`src/rtl/path_chk_pkg.sv`:
```
// path_chk_pkg: shared FSM state, default bus addresses and node type for the path node checker
package path_chk_pkg;
  typedef enum logic [1:0] {LOAD, RUN, DONE} state_t;
  localparam logic [31:0] NODE_ADDR_DEF = 32'h0200_0008;
  localparam logic [31:0] DONE_ADDR_DEF = 32'h0200_000C;
  localparam int NODE_W_DEF = 5;
  typedef logic [NODE_W_DEF-1:0] node_t;
endpackage

```
`src/rtl/path_node_table.sv`:
```
// path_node_table: W x DEPTH table, one sync write port (clk,we,wa,wd), one combinational read port (ra->rd)
module path_node_table
  import path_chk_pkg::*;
#(
  parameter int W = NODE_W_DEF,
  parameter int DEPTH = 32,
  localparam int AW = $clog2(DEPTH)
) (
  input  logic          clk,
  input  logic          we,
  input  logic [AW-1:0] wa,
  input  logic [W-1:0]  wd,
  input  logic [AW-1:0] ra,
  output logic [W-1:0]  rd
);
  logic [W-1:0] mem [DEPTH];
  always_ff @(posedge clk) if (we) mem[wa] <= wd;
  assign rd = mem[ra];
endmodule

```
`config.mk`:
```
export PLATFORM = sky130hd
export DESIGN_NAME = path_node_table
export DESIGN_NICKNAME = d
export VERILOG_FILES = /design/src/rtl/path_chk_pkg.sv /design/src/rtl/path_node_table.sv
export SDC_FILE = /design/constraint.sdc
export NUM_CORES = 1
export LEC_CHECK = 0
export CORE_MARGIN = 1
export CORE_UTILIZATION = 60
export CTS_BUF_LIST = sky130_fd_sc_hd__clkbuf_4 sky130_fd_sc_hd__clkbuf_8
export DETAILED_ROUTE_END_ITERATION = 10
export HOLD_SLACK_MARGIN = 0.05
export PLACE_DENSITY = 0.77
export SLEW_MARGIN = 15
export SYNTH_ARGS = -nofsm -noshare
export SYNTH_HDL_FRONTEND = slang
export SYNTH_SLANG_ARGS = --single-unit
export TNS_END_PERCENT = 20
```
`constraint.sdc`:
```
create_clock -name clk -period 6.8 [get_ports clk]
set_clock_uncertainty 0.05 [all_clocks]
set_input_delay 1.36 -clock clk [delete_from_list [all_inputs] [get_ports clk]]
set_output_delay 1.36 -clock clk [all_outputs]
set_load 0.1 [all_outputs]
```
; ---- Word-level counts from Yosys, hierarchy flattened
; Memories as Yosys holds them, arrays and structs flattened.
; Cells that the tools add are included.
[classes]
n_mux = 2
[op_table]
columns = cell, n
row1 = 1-bit 2-to-1 mux, 2
[word_totals]
memories = 1
word_cells = 3
reg_bits = 0
mem_bits_rw = 160
[memory_table]
columns = memory, words, word_bits, rd, rd_clocked_by_memory_dff, write_ports, line_no
row1 = mem, 32, 5, 1, 0, 1, path_node_table.sv:16  ; logic [W-1:0] mem [DEPTH];

; ---- Longest topological paths before layout
[depth]
depth_word = 2
ltp_mapped = 5
ltp_nobuf = 3

; ---- Worst setup path before layout
; OpenSTA, ideal clock, no wires.
[synth_timing]
path_kind = input port to output port
start = input ra[0]
end = output rd[0]
slack_ns = 2.156
t_arrival_ns = 3.234
cell_stages = 5
path_cell_list = clkbuf_1 > buf_2 > mux4_2 > mux4_2 > mux2_2
[synth_between]
elab_chain_len = 1
[synth_lines]
columns = element, line_no
row1 = "start, declared", path_node_table.sv:13  ; input logic [AW-1:0] ra,
row2 = memory read 32 x 5 bit, -
row3 = "end, declared", path_node_table.sv:14  ; output logic [W-1:0] rd
; Every way passes these cells.

; ---- Worst setup path after layout
[layout_timing]
start = input ra[2]
end = output rd[2]
; The elaborated chain is that of the path after synthesis.

==> results.cfg <==
[global_routing]
grt_max_degree = 41
antenna_found_initial = 0
grt_pass1_wl_mm = 17.75
grt_usage_pct = 23.53
grt_overflow = 0
grt_pass1_vias = 2954

[clock_tree]
root_buffer = clkbuf_8
cts_resized = 0
cts_sinks = 160
ctsHoldBuffers = 0
cts_made_buffers = 17
cts_tree = done
cts_buffer_depth = 2
clk_pin_slew_worst_paths_ps = 80
cts_setup_buffers = 0
cts_htree_levels = 4

[drt]
vias_per_cell = 6.295
drtIter0Drc = 255
routed_wl_mm = 11.36
route.detailed.drc = 0
drtPass1Iterations = 4
ant_nets = 0
num_vias = 2814
wl_per_cell_um = 25.41

[yosys]
netlist_area_um2 = 6245
yosys-top-cells-area = edfxtp_1 77%, mux4_2 18%, nor2_1 2.0%
synth_top_cell_by_area = edfxtp_1
ys_types = 12
syn_nets = 289
netlist_instances = 272
avgSynthCellArea_um2 = 22.96
synth_top_area_share_pct = 76.94
seq_area_frac_synth_pct = 76.94
yosysWarnings = 0
synth-seq-cells = 160

[pwr]
vdd_ir_drop_max_mv = 0.1604
leakage_nw = 2.110
p_per_area_nw_per_um2 = 273.7

[worst_setup_path]
worstSetupPathType = input port to output pin
crit_required_ps = 5390
critPathLaunch = ra[2]
arrival_ps = 3610
critical_path.endpoint_type = output pin
crit_path_max_fanout = 40
start_kind = input port

[min_path]
hold_path.class = input port to flop
min-delay-start = wd[1]

[sta]
hold_viol = 0
setup-violations-final = 0
setup_ws_ps = 1785
slew_headroom_pct = 26.17
fmax_ghz = 0.1994
tns_ps = 0
slew_viol_final = 0
layout_min_cycle_time_ps = 5015
tightest_slew_ps = 1104
rsz0062_at_grt = false
fin_crit_sh_pct = 73.75

[run_status]
status = completed

[placement]
portBuffers = 21
pre_cts_ws_ps = 1762
hpwl_mm = 7.287
gp_congestion = 0.7093

[finish]
area_growth_syn_to_layout_pct = 10.88
top_regs = mem: 160 flops
largest_register = mem
fillers = 634
drive_gt1_share_pct = 32.48
antenna_cells = 0
layout.nets = 318
largest_reg_flops = 160

[floorplanning]
core_area_um2 = 9910
rows = 36
die_area_um2 = 10820
die_y_um = 104.0
io_pins = 22
dieWidth_um = 104.0
initial_core_util_pct = 63.02

[flow_run]
cap_violations = 0
==> stage by stage <==
stage / hold slack, ps / total power [mW] / cell area, um^2 / std cells / utilization, %
2_1_floorplan: 1409 / 1.212 / 6245 / 272 / -
3_3_place_gp: 2351 / 1.261 / 6569 / 415 / 66.29
3_5_place_dp: 2360 / 1.265 / 6569 / 415 / 66.29
4_1_cts: 1892 / 1.909 / 6944 / 447 / 70.08
5_1_grt: 1419 / 1.951 / 6924 / 447 / 69.87
6_report: 1409 / 1.895 / 6924 / 447 / 69.87
==> synth_stat cells <==
cell type,count
mux4_2,50
nor2_1,33
buf_1,1
mux2_2,5
nand3_1,2
or3_1,1
edfxtp_1,160
nand3b_1,5
clkbuf_1,7
buf_2,4
nand2_1,1
or3b_2,3
==> logic make-up after synthesis <==
family | share of synthesized area, %
buf+inv | 0.8015
flops | 76.94
mux | 18.93
simple gates | 3.326
==> routing by layer <==
| metal | wire length [um] | global-route usage (%) | up-vias |
|---|---|---|---|
| met3 | 914 | 5.201 | 12 |
| met2 | 5839 | 36.81 | 122 |
| met1 | 4381 | 32.70 | 1474 |
| met4 | 222 | 9.898 | 0 |
| li1 | - | - | 1206 |
| met5 | 0 | 0 | - |
==> worst paths after layout <==
kind | endpoint | cells after the start
min | mem[21][1]$_DFFE_PP_ | 1
max | rd[2] | 5
==> worst max-delay path, cell delays in order <==
cell and delay [ps]:
buf_2 720, mux4_2 440, mux4_2 530, mux2_2 290, buf_4 230
==> cell type report <==
| cell class | count | area, um^2 | share of cell area [%] |
|---|---|---|---|
| tap | 133 | 166.4 | 2.403 |
| sequential | 160 | 4805 | 69.39 |
| clock buffer | 18 | 241.5 | 3.488 |
| clock inverter | 14 | 133.9 | 1.933 |
| multi-input combinational | 100 | 1390 | 20.08 |
| timing repair buffer | 22 | 187.7 | 2.711 |
==> layout by cell type (no fill, tap or decap), types with 4 or more instances in the layout <==
cell type,netlist,layout
edfxtp_1,160,160
mux4_2,50,50
nor2_1,33,33
clkbuf_8,0,17
clkdlybuf4s50_1,0,10
buf_2,4,6
mux2_2,5,5
nand3b_1,5,5
buf_4,0,5
inv_6,0,4
clkinvlp_4,0,4
==> where the power goes <==
part | total (mW) | internal, mW | switching (mW)
sequential | 1.10 | 1.10 | 0.00281
clock | 0.657 | 0.300 | 0.357
combinational | 0.140 | 0.0523 | 0.0874
total | 1.89 | 1.45 | 0.447
Power figures use the tool's default switching activity.
